===== src/rtl/mio_pkg.sv =====
// mio_pkg: shared FSM states, error-data default and access-kind encodings for the MIO bus sequencer
package mio_pkg;
  typedef enum logic [1:0] {IDLE, REQ, WAIT, DONE} state_t;
  localparam logic [31:0] ERR_RDATA_DFLT = 32'h0000_0000;
  localparam logic KIND_RD = 1'b0;
  localparam logic KIND_WR = 1'b1;
endpackage


===== src/rtl/mio_timeout_cnt.sv =====
// mio_timeout_cnt: saturating wait counter (clk, rst_n, clr, en -> tc when count == TIMEOUT_CYCLES-1)
module mio_timeout_cnt #(
  parameter int TIMEOUT_CYCLES = 16
) (
  input  logic clk,
  input  logic rst_n,
  input  logic clr,
  input  logic en,
  output logic tc
);
  localparam int W = $clog2(TIMEOUT_CYCLES + 1);
  logic [W-1:0] cnt;
  always_ff @(posedge clk or negedge rst_n) begin
    if (!rst_n) cnt <= '0;
    else if (clr) cnt <= '0;
    else if (en && cnt != W'(TIMEOUT_CYCLES)) cnt <= cnt + 1'b1;
  end
  assign tc = cnt == W'(TIMEOUT_CYCLES - 1);
endmodule


===== src/rtl/mem_bus_sequencer.sv =====
// mem_bus_sequencer: MEM-stage MIO bus FSM (mem_rd_i/mem_w_i/addr_i/wdata_i in; stall_o, cpu_mio_o, bus_*_o, rdata*_o, err*_o out)
module mem_bus_sequencer
  import mio_pkg::*;
#(
  parameter int          TIMEOUT_CYCLES = 16,
  parameter logic [31:0] ERR_RDATA      = ERR_RDATA_DFLT
) (
  input  logic        clk,
  input  logic        rst_n,
  input  logic        mem_rd_i,
  input  logic        mem_w_i,
  input  logic [31:0] addr_i,
  input  logic [31:0] wdata_i,
  input  logic        mio_ready_i,
  input  logic [31:0] bus_rdata_i,
  input  logic        err_clr_i,
  output logic        stall_o,
  output logic        cpu_mio_o,
  output logic        bus_mem_w_o,
  output logic [31:0] bus_addr_o,
  output logic [31:0] bus_wdata_o,
  output logic [31:0] rdata_o,
  output logic        rdata_valid_o,
  output logic        bus_err_o,
  output logic        err_sticky_o,
  output logic [31:0] err_addr_o
);
  state_t state, nxt;
  logic kind, tc;
  logic req;
  assign req = mem_rd_i | mem_w_i;
  mio_timeout_cnt #(.TIMEOUT_CYCLES(TIMEOUT_CYCLES)) u_cnt (
    .clk(clk), .rst_n(rst_n), .clr(state != WAIT), .en(state == WAIT), .tc(tc)
  );
  always_comb begin
    nxt = state;
    stall_o = 1'b0;
    cpu_mio_o = 1'b0;
    bus_err_o = 1'b0;
    rdata_valid_o = 1'b0;
    case (state)
      IDLE: begin
        stall_o = req;
        nxt = req ? REQ : IDLE;
      end
      REQ: begin
        stall_o = 1'b1;
        cpu_mio_o = 1'b1;
        nxt = mio_ready_i ? DONE : WAIT;
      end
      WAIT: begin
        stall_o = 1'b1;
        cpu_mio_o = 1'b1;
        bus_err_o = ~mio_ready_i & tc;
        nxt = (mio_ready_i | tc) ? DONE : WAIT;
      end
      DONE: begin
        rdata_valid_o = kind == KIND_RD;
        nxt = IDLE;
      end
      default: nxt = IDLE;
    endcase
  end
  assign bus_mem_w_o = cpu_mio_o & (kind == KIND_WR);
  always_ff @(posedge clk or negedge rst_n) begin
    if (!rst_n) begin
      state <= IDLE;
      kind <= KIND_RD;
      bus_addr_o <= '0;
      bus_wdata_o <= '0;
      rdata_o <= '0;
      err_sticky_o <= 1'b0;
      err_addr_o <= '0;
    end else begin
      state <= nxt;
      if (state == IDLE && req) begin
        bus_addr_o <= addr_i;
        bus_wdata_o <= wdata_i;
        kind <= (mem_w_i & ~mem_rd_i) ? KIND_WR : KIND_RD;
      end
      if (cpu_mio_o && mio_ready_i && kind == KIND_RD) rdata_o <= bus_rdata_i;
      else if (bus_err_o && kind == KIND_RD) rdata_o <= ERR_RDATA;
      if (bus_err_o) begin
        err_sticky_o <= 1'b1;
        err_addr_o <= bus_addr_o;
      end else if (err_clr_i) err_sticky_o <= 1'b0;
    end
  end
endmodule


===== config.mk =====
export PLATFORM = sky130hd
export DESIGN_NAME = mem_bus_sequencer
export DESIGN_NICKNAME = d
export VERILOG_FILES = /design/src/rtl/mio_pkg.sv /design/src/rtl/mio_timeout_cnt.sv /design/src/rtl/mem_bus_sequencer.sv
export SDC_FILE = /design/constraint.sdc
export NUM_CORES = 1
export LEC_CHECK = 0
export BUFFER_PORTS_ARGS = -buffer_cell sky130_fd_sc_hd__buf_4
export CAP_MARGIN = 0
export CORE_ASPECT_RATIO = 1.75
export CORE_MARGIN = 5
export CORE_UTILIZATION = 42
export CTS_CLUSTER_SIZE = 30
export DETAILED_ROUTE_END_ITERATION = 10
export GPL_TIMING_DRIVEN = 0
export PLACE_DENSITY = 0.87
export SETUP_SLACK_MARGIN = 0.3
export SLEW_MARGIN = 15
export SYNTH_ARGS = -nofsm -noshare
export SYNTH_HDL_FRONTEND = slang
export SYNTH_SLANG_ARGS = --single-unit

===== constraint.sdc =====
create_clock -name clk -period 2 [get_ports clk]
set_clock_uncertainty 0.2 [all_clocks]
set_input_delay 0.3 -clock clk [delete_from_list [all_inputs] [get_ports clk]]
set_output_delay 0.3 -clock clk [all_outputs]
set_load 0.1 [all_outputs]

==> results.md, run 1 <==
* Maximum net fanout on the critical path at 4
* Post-synthesis sequential area ratio at approximately two thirds
* CTS tree: done
* Post-synthesis register bit count at 137
* Detail-routed via count per cell at 4.948
* HP Start: mem_w_i
* DRC at 0
* I/O Buffers at 235
* Setup violations, final at around 110
* Clk slew on worst S/H paths at roughly 0.060 ns
* DR pass1 iterations at 4
* CP cell instances: ha_2 > and3_4 > ha_4 > nand3b_4 > buf_8 > buf_4 > buf_6 > buf_6 > buf_8 > buf_6 > mux2_4
* Wire per inst at 21.04 um
* Diode count at 0
* CTS Buffer Depth at 2
* Vert. Die Dim at 157.6 um
* Ys flop type: dfrtp_1
* Pre-CTS worst setup slack at -0.1585 ns
* Antenna violations before repair at 0
* Final instance area at 0.01014 mm2
* Achievable Freq at 0.4348 GHz
* Minimum clock period at 2.300 ns
* Syn. warnings at 0
* Vias in the first global route at about 5200
* Placement Cell Area at 0.007310 mm2
* DPL Wire Length at 10290 um
* Number of synthesized flops with an enable pin at 0
* Root buffer cell: clkbuf_16
* Post-Syn Area at 0.005230 mm2
* Commonest cells in the netlist: dfrtp_1, mux2_2, a22o_1
* Crit path required time at between 2 and 2.5 ns
* Unrepaired setup endpoints after global routing: true
* CTS sink cnt at 137
* Die Wd at between 90 and 100 um
* Final hold vios at 0
* Nets at 854
* Reg2Reg Launch Point: u_cnt.cnt[0]
* Max H-tree Level at 4
* Initial Util at 42.30%
* Setup ws final at -0.2999 ns
* Synth area leader: dfrtp_1
* Max-slew violations at 0
* # rows at between 50 and 60
* Via count at 4577
* CP max stage delay at about 0.35 ns
* Status: finished with violations
* Skew-Pair Late Insertion Delay at 0.40 ns
* Die ar. at 0.01487 mm2
* CP Capture Type: flop
* I/O pin count at 236
* Synth Instances at 328
* Syn Area/Cell at 15.95 um2
* Netlist cell types at 26
* Worst hold path type: primary input to flop
* Worst Tran Pin Value at 0.4741 ns
* Global-route wire length before repair at 28150 um
* Worst EP arrival at about 2.4 ns
* Core footprint at 0.01236 mm2
* Area contributors post-synth: dfrtp_1, mux2_2, a22o_1
* RD Place Congestion at 0.7554
* Grt ovf at 0
* Synth Net Count at 438
* Share of cells above drive strength 1 at 61.29%
* Crit path top cell by count: buf_6
* Slowest-stage cell, CP: dfrtp_1
* Total negative slack at -18.20 ns
* CP startpoint: u_cnt.cnt[0]
* Total CTS buffers at 17
* Antenna viol nets, final at 0
* Synth async-reset ratio at 100.0%
* Most common cell in the netlist: dfrtp_1
* Synth top area share at 65.55%
* Routed wire length at between 15000 and 20000 um
* Worst Setup Path Type: flop to flop
* Slew HR at 68.39%
* Area Growth Syn to Fin at 93.90%
* Final core utilization at 82.02%
* Largest net degree at the start of global routing at 92
* Worst setup SP type: flop
* Total GRT Usage at between 20 and 25%
* Period utilization at 115.0%
* Failing checks: setup timing
* DRT iter0 DRCs at 106
* # Max-Cap Violations at 0
[critical path, delay by kind of cell, from the launching register on]
| family | cells | cell delay, ns |
|---|---|---|
| multiplexers | 1 | 0.29 |
| AND/OR/NAND/NOR | 2 | 0.29 |
| buffers and inverters | 6 | 0.71 |
| adder cells (fa/ha/maj) | 2 | 0.33 |
| flip-flops | 1 | 0.35 |
[cell type report]
type                            instances  area, um2
Clock buffer                           19      452.9
Timing Repair Buffer                  397       3706
Fill cell                             603       2223
Sequential cell                       137       3428
Buffer                                 16      216.5
Inverter                                8      33.78
Tap cell                              168      210.2
Clock inverter                         13      167.7
Multi-Input combinational cell        167       1926
[layout by cell type, fill, tap and decap left out, drive strengths merged, types with 2 or more instances in the layout]
cell,netlist,routed
dfrtp,137,137
clkinv,0,5
a22o,32,32
and3,2,2
clkinvlp,0,3
ha,8,8
bufinv,0,3
nand2,5,5
buf,16,311
o21ai,3,3
inv,8,10
mux2,96,96
dlygate4sd3,0,99
nor2,3,3
clkbuf,0,21
nand3,3,3
a21oi,4,4
[routing by layer]
layer  share of wire [%]  vias to the layer above  global-route usage [%]
li1                    -                     2017                       -
met1                  34                     2306                   25.90
met5                   0                        -                       0
met3                 6.8                       45                   7.418
met4                 3.4                        0                   10.19
met2                  56                      209                   46.14
[cells by family (layout without fill, tap and decap cells)]
kind of cell,Yosys count,after routing,synth area share [%]
AND/OR/NAND/NOR,19,19,2.368
buffers and inverters,24,453,2.703
AO/OA/AOI/OAI,42,42,6.459
multiplexers,96,96,20.67
XOR/XNOR,2,2,0.3350
adder cells (fa/ha/maj),8,8,1.914
flip-flops,137,137,65.55
[registers in the layout, summed over array words and instances (netlist names)]
name and cells:
bus_addr_o 32, bus_wdata_o 32, err_addr_o 32, rdata_o 32, u_cnt.cnt 5, state 2
err_sticky_o 1, kind 1
[what timing repair did]
item | in CTS | in global routing
setup endpoints to repair | 129 | 137
buffers inserted | 36 | 14
hold buffers | 100 | 0
pin swaps | 6 | 4
gates resized for setup | 88 | 47
cloned | 10 | 2
endpoints found under the hold margin | 144 | 0
[per-stage QoR]
stage | std cells | hold WS (ns)
global route | 925 | 0.06758
finish | 925 | 0.02848
global placement | 731 | 0.2847
floorplan | 328 | -0.1956
CTS | 910 | 0.01958
detailed placement | 732 | 0.06306
[path summary, 6_finish.rpt]
path,depth (start not counted),slack (ns),end
hold / removal,3,0.03,kind
setup reg to reg,11,-0.30,err_addr_o[28]
max in group asynchronous,3,0.57,u_cnt.cnt[0]
min in group asynchronous,2,0.22,err_sticky_o
hold reg to reg,1,0.30,rdata_o[15]
setup / recovery,11,-0.30,err_addr_o[28]
Power of run 1 is left out: the tool's default activity adds up to more than one toggle a clock period on the data nets, which glitch-free logic cannot reach.
==> run 2, diff against run 1 <==
CORE_ASPECT_RATIO = default   (was 1.75)
==> run 2 against run 1 <==
Effect of this change:
- the flow still finishes with violations (setup timing)
- highest routed layer unchanged
- hold slack got worse by 0.011 ns
- register-to-register slack improved by 0.09 ns
- cell count fell by 1.5%
- core utilization fell by 1.4 points
- non-clock buffer count fell by 15
- worst setup slack improved by 0.0018 ns
- clock-buffer cell count rose by 4
==> results.md, run 2 (synthesis results as in run 1) <==
* DRC at 0
* DPL Wire Length at 10060 um
* RD Place Congestion at 0.7992
* Setup violations, final at 111
* Max H-tree Level at 4
* Achievable Freq at between 0.4 and 0.5 GHz
* Most frequent cells in the layout: buf_4, dfrtp_1, dlygate4sd3_1
* Initial Util at 43.18%
* Failing checks: setup timing
* Worst Tran Pin Value at 0.5261 ns
* Worst EP arrival at ~1.8 ns
* Total GRT Usage at 24.52%
* CP Capture Type: output pin
* Global-route wire length before repair at 27570 um
* Max-slew violations at 0
* Buffers & Inverters on Critical Path at 3
* Vias in the first global route at roughly 5000
* CTS Buffer Depth at 2
* Slew HR at roughly two thirds
* Antenna viol nets, final at 0
* Register area at 0.003428 mm2
* Setup ws final at -0.2981 ns
* Wire per inst at 20.11 um
* DRT iter0 DRCs at 221
* I/O Buffers at 235
* Final hold vios at 0
* Grt ovf at 0
* DR pass1 iterations at 4
* Routed wire length at 18320 um
* FILL cells at 634
* Share of cells above drive strength 1 at about 59%
* Detail-routed via count per cell at 4.864
* # rows at 40
* Die ar. at ~0.015 mm2
* Post-route insts no fill at just over 900
* Clk slew on worst S/H paths at around 0.060 ns
* Multi-input gate area at 0.001802 mm2
* Final core utilization at between 80% and 90%
* Skew-Pair Late Insertion Delay at 0.42 ns
* Period utilization at 114.9%
* # Max-Cap Violations at 0
* Placed insts at about 730
* Worst hold path type: primary input to flop
* CTS sink cnt at 137
* Nets at 839
* Core footprint at 0.01211 mm2
* Unrepaired setup endpoints after global routing: true
* Worst setup SP type: flop
* Antenna violations before repair at 1
* CTS tree: done
* Crit path required time at 1.50 ns
* Die Wd at 121.6 um
* Vert. Die Dim at 121.6 um
* Status: finished with violations
* Via count at 4431
* Area Growth Syn to Fin at 86.72%
* Maximum net fanout on the critical path at 2
* Slowest-stage cell, CP: dfrtp_1
* I/O pin count at around 240
* CP cell instances: ha_2 > and3_4 > ha_4 > nand3b_4 > buf_8 > clkinvlp_4 > buf_12
* Total CTS buffers at 17
* Root buffer cell: clkbuf_16
* Worst Setup Path Type: flop to output pin
* Commonest non-fill, non-tap cell in the layout: buf_4
* Largest net degree at the start of global routing at 84
* Top delay family on crit path: flip-flops
* CP max stage delay at 0.40 ns
* Minimum clock period at 2.298 ns
## run 2: changes by cell type in the layout (fill, tap and decap cells not counted), sizes merged
cell,delta
clkinv,+1
inv,-3
clkinvlp,-2
bufbuf,-1
clkbuf,+4
diode,+1
buf,-14
## run 2: area by class of cell
cell class	count	share of cell area, %
clock inverters	9	1.230
multi-input cells	167	18.45
flip-flops and latches	137	35.11
clock buffers	23	4.894
inverters	8	0.3459
plain buffers	16	2.409
well taps	168	2.152
repair buffers	382	35.39
diodes	1	0.02562
## run 2: final timing paths
path	start	endpoint	slack (ns)	cells past startpoint
worst max-delay path	u_cnt.cnt[1]	bus_err_o	-0.30	7
worst min-delay path	mem_w_i	kind	0.02	3
worst max register to register	u_cnt.cnt[1]	rdata_o[10]	-0.21	9
worst min register to register	rdata_o[17]	rdata_o[17]	0.30	1
max in group asynchronous	rst_n	bus_wdata_o[15]	0.59	3
min in group asynchronous	rst_n	bus_wdata_o[26]	0.23	2
## run 2: metal layers
layer | vias to the layer above | track usage [%] | part of all wire, %
met5 | - | 0 | 0
met4 | 0 | 9.594 | 2.4
met3 | 32 | 6.917 | 6.7
met2 | 190 | 44.66 | 55
met1 | 2224 | 26.97 | 36
li1 | 1985 | - | -
## run 2: worst register-to-register path, delay by kind of cell (launching register included)
kind                       cells  cell delay (ns)
adders and majority gates      2             0.35
and+or+nand+nor                2             0.29
buffers and inverters          3             0.45
AOI/OAI and AO/OA              2             0.44
DFF                            1             0.37
## run 2: metrics by stage
stage          instance area [um2]  worst slack [ns]  setup TNS, ns  hold WS (ns)
2_1_floorplan                 5304          -0.08098        -0.1580       -0.1956
3_3_place_gp                  7278           -0.1016         -2.660        0.2851
3_5_place_dp                  7310           -0.1438         -4.997       0.08811
4_1_cts                       9515           -0.2973         -6.666      0.003256
5_1_grt                       9766           -0.3836         -19.61       0.01956
6_report                      9766           -0.2981         -12.45       0.01776
## run 2: repair_timing
action                                 CTS  global route
endpoints found under the hold margin  152             0
pin swaps                                4             5
setup endpoints to repair              132           135
gates resized for setup                 72            17
hold buffers                            99             0
setup buffers                           25            14
cloned                                   5             3
Power of run 2 is left out for the same reason.
